<file path="src/rtl/alu_seq_pkg.sv">


package ALUType;
    typedef enum logic [3:0] {
        AND         = 4'd0,
        OR          = 4'd1,
        XOR         = 4'd2,
        ADD         = 4'd3,
        SUB         = 4'd4,
        LESS_THAN   = 4'd5,
        LESS_THAN_U = 4'd6,
        EQUAL       = 4'd7,
        SLL         = 4'd8,
        SRL         = 4'd9,
        SRA         = 4'd10,
        MUL         = 4'd11,
        MULHU       = 4'd12,
        DIVU        = 4'd13,
        REMU        = 4'd14
    } alu_cmd_t;

    localparam int N_ITER_CMDS = 4;
    localparam alu_cmd_t ITER_CMDS [N_ITER_CMDS] = '{MUL, MULHU, DIVU, REMU};

    function automatic logic is_iter(input alu_cmd_t c);
        logic hit;
        hit = 1'b0;
        for (int i = 0; i < N_ITER_CMDS; i++) begin
            if (c == ITER_CMDS[i]) hit = 1'b1;
        end
        return hit;
    endfunction
endpackage

</file>
<file path="src/rtl/alu_seq_if.sv">
// Request/response handshake bundle between the issue register, the ALU and
// the writeback register.
interface alu_seq_if #(
    parameter int WIDTH = 32
);
    import ALUType::*;

    logic             in_valid;
    logic             in_ready;
    alu_cmd_t         cmd;
    logic [WIDTH-1:0] a;
    logic [WIDTH-1:0] b;
    logic             out_valid;
    logic             out_ready;
    logic [WIDTH-1:0] out;
    logic             overflow;
    logic             zero;

    modport master (
        output in_valid, cmd, a, b, out_ready,
        input  in_ready, out_valid, out, overflow, zero
    );

    modport slave (
        input  in_valid, cmd, a, b, out_ready,
        output in_ready, out_valid, out, overflow, zero
    );
endinterface

</file>
<file path="src/rtl/alu_seq_muldiv_iter.sv">
// Iterative unsigned multiply / restoring divide engine, one bit per step on a
// shared WIDTH+1 adder. Only present when ALU_MULDIV_EN is defined.
`ifdef ALU_MULDIV_EN
module muldiv_iter
    import ALUType::*;
#(
    parameter int WIDTH = 32
) (
    input  logic             clk,
    input  logic             rst,
    input  logic             start,
    input  alu_cmd_t         op,
    input  logic [WIDTH-1:0] a,
    input  logic [WIDTH-1:0] b,
    input  logic             step,
    output logic [WIDTH-1:0] result_lo,
    output logic [WIDTH-1:0] result_hi,
    output logic             done
);
    localparam int CW = $clog2(WIDTH);

    logic [CW-1:0]    cnt;
    logic             is_mul;
    logic [WIDTH-1:0] hi, lo, opnd;
    logic [WIDTH-1:0] hi_nxt, lo_nxt;
    logic [WIDTH:0]   add_x, add_y, sum;

    // Multiply: conditional add then shift {hi,lo} right. Divide: shift the
    // partial remainder left and subtract the divisor, restoring on borrow.
    always_comb begin
        add_x = is_mul ? {1'b0, hi} : {hi, lo[WIDTH-1]};
        add_y = is_mul ? (lo[0] ? {1'b0, opnd} : '0) : ~{1'b0, opnd};
        sum   = add_x + add_y + {{WIDTH{1'b0}}, ~is_mul};
        if (is_mul) begin
            hi_nxt = sum[WIDTH:1];
            lo_nxt = {sum[0], lo[WIDTH-1:1]};
        end else if (!sum[WIDTH]) begin
            hi_nxt = sum[WIDTH-1:0];
            lo_nxt = {lo[WIDTH-2:0], 1'b1};
        end else begin
            hi_nxt = add_x[WIDTH-1:0];
            lo_nxt = {lo[WIDTH-2:0], 1'b0};
        end
    end

    always_ff @(posedge clk) begin
        if (rst) begin
            cnt <= '0;
        end else if (start) begin
            cnt <= '0;
        end else if (step) begin
            cnt <= cnt + CW'(1);
        end
    end

    always_ff @(posedge clk) begin
        if (start) begin
            is_mul <= (op == MUL) || (op == MULHU);
            hi     <= '0;
            lo     <= ((op == MUL) || (op == MULHU)) ? b : a;
            opnd   <= ((op == MUL) || (op == MULHU)) ? a : b;
        end else if (step) begin
            hi <= hi_nxt;
            lo <= lo_nxt;
        end
    end

    // Results are the post-step values so the final step lands directly in
    // the top-level result register.
    assign result_lo = lo_nxt;
    assign result_hi = hi_nxt;
    assign done      = (cnt == CW'(WIDTH - 1));
endmodule
`endif

</file>
<file path="src/rtl/alu_seq.sv">
// Handshaked execute-stage ALU with registered result. Define ALU_MULDIV_EN to
// add the iterative MUL/MULHU/DIVU/REMU engine; otherwise those decode as undefined.
module alu_seq
    import ALUType::*;
#(
    parameter int WIDTH = 32
) (
    input logic      clk,
    input logic      rst,
    alu_seq_if.slave bus
);
    localparam int SHW = $clog2(WIDTH);

    typedef struct packed {
        logic [WIDTH-1:0] res;
        logic             ovf;
    } res_t;

`ifdef ALU_MULDIV_EN
    typedef enum logic [1:0] {IDLE = 2'd0, ITER = 2'd1, DONE = 2'd2} state_t;
`else
    typedef enum logic [1:0] {IDLE = 2'd0, DONE = 2'd2} state_t;
`endif

    state_t           state, state_nxt;
    logic             accept;
    logic             ld_res;
    res_t             res_nxt;
    logic [WIDTH-1:0] out_p1;
    logic             ovf_p1;
    logic             zero_p1;

    function automatic res_t alu_single(input alu_cmd_t c, input logic [WIDTH-1:0] x,
                                        input logic [WIDTH-1:0] y);
        res_t                    r;
        logic [WIDTH:0]          ext;
        logic signed [WIDTH-1:0] xs, ys;
        logic [SHW-1:0]          sh;
        r   = '0;
        ext = '0;
        xs  = x;
        ys  = y;
        sh  = y[SHW-1:0];
        case (c)
            AND:         r.res = x & y;
            OR:          r.res = x | y;
            XOR:         r.res = x ^ y;
            ADD: begin
                ext   = {x[WIDTH-1], x} + {y[WIDTH-1], y};
                r.res = ext[WIDTH-1:0];
                r.ovf = ext[WIDTH] ^ ext[WIDTH-1];
            end
            SUB: begin
                ext   = {x[WIDTH-1], x} - {y[WIDTH-1], y};
                r.res = ext[WIDTH-1:0];
                r.ovf = ext[WIDTH] ^ ext[WIDTH-1];
            end
            LESS_THAN:   r.res = {{(WIDTH-1){1'b0}}, xs < ys};
            LESS_THAN_U: r.res = {{(WIDTH-1){1'b0}}, x < y};
            EQUAL:       r.res = {{(WIDTH-1){1'b0}}, x == y};
            SLL:         r.res = x << sh;
            SRL:         r.res = x >> sh;
            SRA:         r.res = $unsigned(xs >>> sh);
            default:     r = '0;
        endcase
        return r;
    endfunction

`ifdef ALU_MULDIV_EN
    logic             start, step, md_done;
    logic [WIDTH-1:0] md_lo, md_hi;
    alu_cmd_t         cmd_p0;
    logic             bz_p0;

    function automatic res_t iter_sel(input alu_cmd_t c, input logic [WIDTH-1:0] lo,
                                      input logic [WIDTH-1:0] hi, input logic bz);
        res_t r;
        r = '0;
        case (c)
            MUL:     begin r.res = lo; r.ovf = |hi; end
            MULHU:   r.res = hi;
            DIVU:    begin r.res = lo; r.ovf = bz; end
            REMU:    begin r.res = hi; r.ovf = bz; end
            default: r = '0;
        endcase
        return r;
    endfunction

    muldiv_iter #(.WIDTH(WIDTH)) u_muldiv (
        .clk       (clk),
        .rst       (rst),
        .start     (start),
        .op        (bus.cmd),
        .a         (bus.a),
        .b         (bus.b),
        .step      (step),
        .result_lo (md_lo),
        .result_hi (md_hi),
        .done      (md_done)
    );

    // ---- p0: command and divide-by-zero flag captured at accept ----
    always_ff @(posedge clk) begin
        if (start) begin
            cmd_p0 <= bus.cmd;
            bz_p0  <= (bus.b == '0);
        end
    end
`endif

    assign bus.in_ready = (state == IDLE) || (state == DONE && bus.out_ready);
    assign accept       = bus.in_valid && bus.in_ready;

    always_comb begin
        state_nxt = state;
        ld_res    = 1'b0;
        res_nxt   = alu_single(bus.cmd, bus.a, bus.b);
`ifdef ALU_MULDIV_EN
        start     = 1'b0;
        step      = 1'b0;
`endif
        case (state)
            IDLE, DONE: begin
                if (accept) begin
`ifdef ALU_MULDIV_EN
                    if (is_iter(bus.cmd)) begin
                        state_nxt = ITER;
                        start     = 1'b1;
                    end else
`endif
                    begin
                        state_nxt = DONE;
                        ld_res    = 1'b1;
                    end
                end else if (state == DONE && bus.out_ready) begin
                    state_nxt = IDLE;
                end
            end
`ifdef ALU_MULDIV_EN
            ITER: begin
                step = 1'b1;
                if (md_done) begin
                    state_nxt = DONE;
                    ld_res    = 1'b1;
                    res_nxt   = iter_sel(cmd_p0, md_lo, md_hi, bz_p0);
                end
            end
`endif
            default: state_nxt = IDLE;
        endcase
    end

    // ---- p1: result register, held while the consumer stalls ----
    always_ff @(posedge clk) begin
        if (rst) begin
            state   <= IDLE;
            out_p1  <= '0;
            ovf_p1  <= 1'b0;
            zero_p1 <= 1'b0;
        end else begin
            state <= state_nxt;
            if (ld_res) begin
                out_p1  <= res_nxt.res;
                ovf_p1  <= res_nxt.ovf;
                zero_p1 <= (res_nxt.res == '0);
            end
        end
    end

    assign bus.out_valid = (state == DONE);
    assign bus.out       = out_p1;
    assign bus.overflow  = ovf_p1;
    assign bus.zero      = zero_p1;
endmodule

</file>
<file path="src/flat_wrapper.sv">
// flat-port wrapper written by rule: the top's interface ports become plain ports
module alu_seq_flat import ALUType::*;
#(
    parameter int WIDTH = 32
)
  (clk, rst, bus_in_valid, bus_cmd, bus_a, bus_b, bus_out_ready, bus_in_ready, bus_out_valid, bus_out, bus_overflow, bus_zero);
  alu_seq_if #(.WIDTH(WIDTH)) bus_i ();
  input logic clk;
  input logic rst;
  input wire logic [$bits(bus_i.in_valid)-1:0] bus_in_valid;
  input wire logic [$bits(bus_i.cmd)-1:0] bus_cmd;
  input wire logic [$bits(bus_i.a)-1:0] bus_a;
  input wire logic [$bits(bus_i.b)-1:0] bus_b;
  input wire logic [$bits(bus_i.out_ready)-1:0] bus_out_ready;
  output wire logic [$bits(bus_i.in_ready)-1:0] bus_in_ready;
  output wire logic [$bits(bus_i.out_valid)-1:0] bus_out_valid;
  output wire logic [$bits(bus_i.out)-1:0] bus_out;
  output wire logic [$bits(bus_i.overflow)-1:0] bus_overflow;
  output wire logic [$bits(bus_i.zero)-1:0] bus_zero;
  assign bus_i.in_valid = bus_in_valid;
  assign bus_i.cmd = bus_cmd;
  assign bus_i.a = bus_a;
  assign bus_i.b = bus_b;
  assign bus_i.out_ready = bus_out_ready;
  assign bus_in_ready = bus_i.in_ready;
  assign bus_out_valid = bus_i.out_valid;
  assign bus_out = bus_i.out;
  assign bus_overflow = bus_i.overflow;
  assign bus_zero = bus_i.zero;
  alu_seq #(.WIDTH(WIDTH)) u_core (.clk(clk), .rst(rst), .bus(bus_i));
endmodule
</file>
<file path="config.mk">
export PLATFORM = sky130hd
export DESIGN_NAME = alu_seq_flat
export DESIGN_NICKNAME = d
export VERILOG_FILES = /design/src/rtl/alu_seq_pkg.sv /design/src/rtl/alu_seq_if.sv /design/src/rtl/alu_seq_muldiv_iter.sv /design/src/rtl/alu_seq.sv /design/src/flat_wrapper.sv
export SDC_FILE = /design/constraint.sdc
export NUM_CORES = 1
export LEC_CHECK = 0
export CORE_MARGIN = 2
export CORE_UTILIZATION = 25
export DETAILED_ROUTE_END_ITERATION = 12
export HOLD_SLACK_MARGIN = 0.05
export PLACE_DENSITY = 0.46
export SYNTH_ARGS = -nofsm -noshare
export SYNTH_HDL_FRONTEND = slang
export SYNTH_SLANG_ARGS = --single-unit
</file>
<file path="constraint.sdc">
create_clock -name clk -period 4.9 [get_ports clk]
set_clock_uncertainty 0.05 [all_clocks]
set_input_delay 0.49 -clock clk [delete_from_list [all_inputs] [get_ports clk]]
set_output_delay 0.49 -clock clk [all_outputs]
set_load 0.03 [all_outputs]
</file>
==> reports/qor.csv, run 1 <==
metric,value,unit
"Max stage delay cell, worst path",clkdlybuf4s50_1,
Avg WL per Cell,26.44,µm
DP Wirelength,51230,µm
Syn. warnings,0,
Least-Margin Pin Slew,1054,ps
met1 usage in global routing,35.90,%
CP required,5040,ps
VDD IR-drop max,187.8,µV
Post-CTS Setup Inserts,0,
post-layout min period,4673,ps
antenna cells,0,
DRC Markers,0,
Total GRT Usage,25.51,%
fin cells,2340,
Critical Path Source,bus_a[1],
first-pass GRT wire length,90420,µm
Startpoint Class,primary input,
nets,1918,
Root Buffer,clkbuf_16,
Vias,13691,
"EDFF count, synth",0,
CTS tree,yes,
initial antenna violation count,0,
class of the worst hold path,register to register,
Final Cycle Share,95.37,%
clock sink count,35,
Post-synth ARST share,0,%
Synth cell types,96,
most frequent cells in the layout,"buf_4, nor2_1, nand2_1, inv_1, a21oi_1",
Final Util,32.19,%
die height,216.4,µm
Area growth syn-to-layout,26.74,%
total wire length,61870,µm
clk slew on worst S/H paths,50,ps
"Arr. time, crit path",4810,ps
layout cells sized above 1,18.36,%
CP Cell Sequence,"clkdlybuf4s50_1, inv_1, ha_1, o21ba_2, or4_4, buf_4, a211oi_4, buf_4, o21ai_0, a211oi_1, o211ai_1, nor4_4, nand4_1, nor4_2, buf_4, nand4_1, o31ai_1",
starting density of the core,25.40,%
Most Crowded Layer GR,met2,
met2 GRT Util,40.56,%
"antenna viol nets, final",0,
GRT Residual Overflow,0,
Yosys reg bits,35,
FP Rows,77,
"Avg Cell Area, Syn",7.259,µm²
worst setup margin,226.7,ps
Syn Std Cell Area,11280,µm²
crit-path max cell delay,480,ps
max-cap violations,0,
drt initial violations,1221,
clk_lat worst skew,280,ps
Clock Path Buffers,2,
Hold Startpoint,u_core.bus.out[25],
RSZ-0062 raised after global routing,false,
cells after synthesis,1554,
final setup fails,0,
"Max FO, Critical Path",6,
dpl cells,2332,
DIE AREA,46840,µm²
"commonest non-fill, non-tap cell in the layout",buf_4,
Crit. End Element,register,
fillers,4838,
CTS Buf Count,5,
CP Class,primary input to register,
Leakage,0.005979,µW
Worst slew margin,28.86,%
H-tree depth,2,
largest net degree at the start of global routing,64,
DRT Pass-1 Iters,6,
worst hold margin,412.4,ps
vias in the first global route,13175,
core footprint,44410,µm²
"Hold Vio Cnt, Final",0,
setup_tns,0,ps
Critical R2R Launch,u_core.state[1],
GPL Wtd Cong,0.9948,
status,finished clean,
met3 Resource Use GR,1.656,%
Fmax achieved,214.0,MHz
Post-Synthesis Net Count,1725,
pwr dens,164.7,nW/µm²
num ports,108,
number of port buffers,107,
Die Span X,216.4,µm
register area share after synthesis,6.211,%
dpl ws,-408.6,ps
max-slew violations,0,
Via density,5.851,
"most used cell, CP",buf_4,
dominant synthesized flop cell,dfxtp_1,
-- power breakdown --
part | internal (µW) | switching (µW)
sequential | 310 | 13.5
combinational | 667 | 1040
clock | 216 | 112
-- synthesized netlist by cell type, drive strengths merged, types with 17 or more instances --
| library cell | n | area [µm²] |
|---|---|---|
| nand4 | 20 | 125.1 |
| nor3 | 43 | 215.2 |
| o22ai | 17 | 106.4 |
| clkbuf | 73 | 279.0 |
| and2 | 19 | 118.9 |
| a21o | 21 | 157.7 |
| nand2 | 142 | 535.5 |
| nor2 | 147 | 554.3 |
| o21ai | 84 | 420.4 |
| inv | 123 | 461.7 |
| dfxtp | 35 | 700.7 |
| o31ai | 24 | 180.2 |
| mux4 | 51 | 1171 |
| mux2i | 78 | 780.8 |
| o211ai | 22 | 165.2 |
| nand2b | 24 | 150.1 |
| ha | 97 | 1214 |
| mux2 | 24 | 270.3 |
| a21oi | 121 | 605.6 |
| nand3 | 17 | 85.08 |
| a211oi | 46 | 357.8 |
| buf | 52 | 344.1 |
-- cells by family (layout without fill, tap and decap cells) --
kind of cell | count (synthesis) | count (layout) | synth area share [%]
AOI/OAI and AO/OA | 517 | 517 | 31.88
buffers and inverters | 249 | 443 | 9.650
xor gates and xnor gates | 10 | 10 | 0.7765
and+or+nand+nor | 491 | 491 | 20.67
muxes | 153 | 153 | 19.70
adders and majority gates | 99 | 99 | 11.11
DFF | 35 | 35 | 6.211
-- registers in the layout, indices dropped and copies added (netlist names) --
name,cells
u_core.bus.out,32
u_core.bus.zero,1
u_core.bus.overflow,1
u_core.state,1
-- critical path: cells and delay by family --
kind            cells  cell delay [ps]
compound gates      6             1540
simple gates        5             1440
fa+ha+maj           1              300
buf+inv             5             1050
-- area by class of cell --
class                   count  area, µm²  area share, %
well taps                 592      740.7          5.181
repair buffers            311       2658          18.59
clock buffers               8      156.4          1.094
flip-flops and latches     35      700.7          4.901
inverters                 124      465.4          3.255
multi-input cells        1270       9577          66.98
-- final timing paths --
check | slack, ps | depth (start not counted) | end
hold / removal | 410 | 2 | u_core.bus.out[25]
setup / recovery | 230 | 17 | u_core.bus.zero
setup reg to reg | 2050 | 11 | u_core.bus.zero
hold reg to reg | 410 | 2 | u_core.bus.out[25]
-- timing repair --
item                                    CTS  global route
pin swaps                                 0             3
hold buffers                              0             0
gates resized for setup                   4            13
endpoints found under the hold margin     0             0
endpoints found under the setup margin    1             1
-- metrics by stage --
| step | cell area, µm² | power, µW |
|---|---|---|
| floorplan | 11280 | 1249 |
| global placement | 14060 | 1978 |
| detailed placement | 14060 | 1974 |
| CTS | 14230 | 2311 |
| global route | 14300 | 2468 |
| finish | 14300 | 2354 |
-- per-layer routing --
layer	wire length, µm	vias up
met5	0	-
li1	-	6216
met3	3689	90
met1	27750	6767
met2	27540	618
met4	2891	0
No activity file was read; power rests on OpenSTA's default activity.
==> run 2: changes to the inputs <==
--- a/config.mk
+++ b/config.mk
@@ -10,6 +10,8 @@
 export DETAILED_ROUTE_END_ITERATION = 12
 export HOLD_SLACK_MARGIN = 0.05
 export PLACE_DENSITY = 0.46
+export RECOVER_POWER = 100
+export SLEW_MARGIN = 40
 export SYNTH_ARGS = -nofsm -noshare
 export SYNTH_HDL_FRONTEND = slang
 export SYNTH_SLANG_ARGS = --single-unit
==> reports/qor.csv, run 2 (synthesized netlist as in run 1, its figures left out) <==
metric,value,unit,change
class of the worst hold path,register to register,,
clock sink count,35,,unchanged
Avg WL per Cell,26.30,µm,-0.52%
Least-Margin Pin Slew,1380,ps,+326.1 ps
clk slew on worst S/H paths,50,ps,about the same
pwr dens,162.4,nW/µm²,-1.4%
setup_tns,0,ps,unchanged
Die Span X,216.4,µm,unchanged
Final Cycle Share,95.63,%,+0.25 points
DRC Markers,0,,unchanged
worst hold margin,415.9,ps,+3.482 ps
Total GRT Usage,25.51,%,about the same
Final Util,32.12,%,-0.068 points
worst reg2reg path depth,11,,unchanged
GRT Residual Overflow,0,,unchanged
Top Metal Used,met4,,
core footprint,44410,µm²,unchanged
Startpoint Class,primary input,,
"Arr. time, crit path",4820,ps,about the same
"commonest non-fill, non-tap cell in the layout",buf_4,,
DRT Pass-1 Iters,6,,unchanged
CTS tree,yes,,
GPL Wtd Cong,0.9948,,unchanged
fin cells,2341,,+0.043%
initial antenna violation count,0,,unchanged
Vias,13623,,-0.50%
DP Wirelength,51180,µm,-0.11%
Crit. End Element,register,,
post-layout min period,4686,ps,+12.42 ps
layout cells sized above 1,18.02,%,-0.34 points
Worst slew margin,8.013,%,-21 points
worst setup margin,214.3,ps,-12.42 ps
dpl cells,2332,,unchanged
vias in the first global route,13101,,-0.56%
starting density of the core,25.40,%,unchanged
Root Buffer,clkbuf_16,,
die height,216.4,µm,unchanged
RSZ-0062 raised after global routing,false,,
largest net degree at the start of global routing,64,,unchanged
Clock Path Buffers,2,,unchanged
"antenna viol nets, final",0,,unchanged
Fmax achieved,213.4,MHz,-0.26%
Metal-1 WL,27220,µm,-1.9%
number of port buffers,107,,unchanged
"Max FO, Critical Path",2,,-4
first-pass GRT wire length,90230,µm,-0.21%
max-cap violations,0,,unchanged
H-tree depth,2,,unchanged
hold-critical path depth,2,,unchanged
metal3 WL,3931,µm,+6.6%
final setup fails,0,,unchanged
CTS Buf Count,5,,unchanged
clk_lat worst skew,280,ps,about the same
most frequent cells in the layout,"buf_4, nor2_1, nand2_1, inv_1, a21oi_1",,
Via density,5.819,,-0.54%
metal2 WL,27450,µm,-0.33%
DIE AREA,46840,µm²,unchanged
CP required,5040,ps,about the same
max FFs per register,32,,unchanged
drt initial violations,1327,,+8.7%
VDD IR-drop max,161.8,µV,-14%
max-slew violations,0,,unchanged
total wire length,61570,µm,-0.48%
dpl ws,-397.0,ps,+11.67 ps
"Hold Vio Cnt, Final",0,,unchanged
status,finished clean,,
nets,1919,,+0.052%
CP Class,primary input to register,,
FP Rows,77,,unchanged
Area growth syn-to-layout,26.47,%,
num ports,108,,unchanged
fillers,4844,,+0.12%
Leakage,0.006036,µW,+0.95%
==> run 2: final timing paths <==
path | start | end | slack (ps)
setup / recovery | bus_a[1] | u_core.bus.zero | 210
hold / removal | u_core.bus.out[20] | u_core.bus.out[20] | 420
setup reg to reg | u_core.state[1] | u_core.bus.zero | 2140
hold reg to reg | u_core.bus.out[20] | u_core.bus.out[20] | 420
==> run 2: metal layers <==
metal	vias up	track usage (%)
met4	0	10.50
met5	-	0
met2	649	40.34
li1	6220	-
met3	91	1.895
met1	6663	35.76
==> run 2: report_power, final <==
| part | internal, µW | switching, µW | total, µW |
|---|---|---|---|
| Sequential | 310 | 12.6 | 322 |
| Combinational | 654 | 1030 | 1690 |
| Clock | 198 | 111 | 309 |
| Total | 1160 | 1160 | 2320 |
==> run 2: critical path, cell delays in order <==
cell and delay [ps]:
clkdlybuf4s50_1 470, inv_1 60, ha_1 300, o21ba_2 230, or4_4 440, buf_4 160, a211oi_4 250, o32ai_1 120
o2bb2ai_1 300, or4b_2 750, nor4_4 340, nand4_1 160, nor4_2 250, buf_4 170, nand4_1 90, o31ai_1 240
==> run 2: repair_timing <==
action,in CTS,in global routing
setup buffers,0,1
resized for setup,3,14
setup endpoints to repair,1,1
pin swaps,0,4
hold buffers,0,0
==> run 2: cell type report <==
cell class	instances	area, µm²	share of cell area, %
inverters	124	465.4	3.262
multi-input cells	1270	9579	67.14
repair buffers	312	2635	18.47
clock inverters	1	5.005	0.03508
flip-flops and latches	35	700.7	4.911
well taps	592	740.7	5.192
diodes	1	2.502	0.01754
clock buffers	6	138.9	0.9734
==> run 2: per-stage QoR <==
step	total power, µW	instance area (µm²)
3_5_place_dp	1974	14060
2_1_floorplan	1249	11280
6_report	2316	14270
3_3_place_gp	1978	14060
4_1_cts	2293	14210
5_1_grt	2436	14260
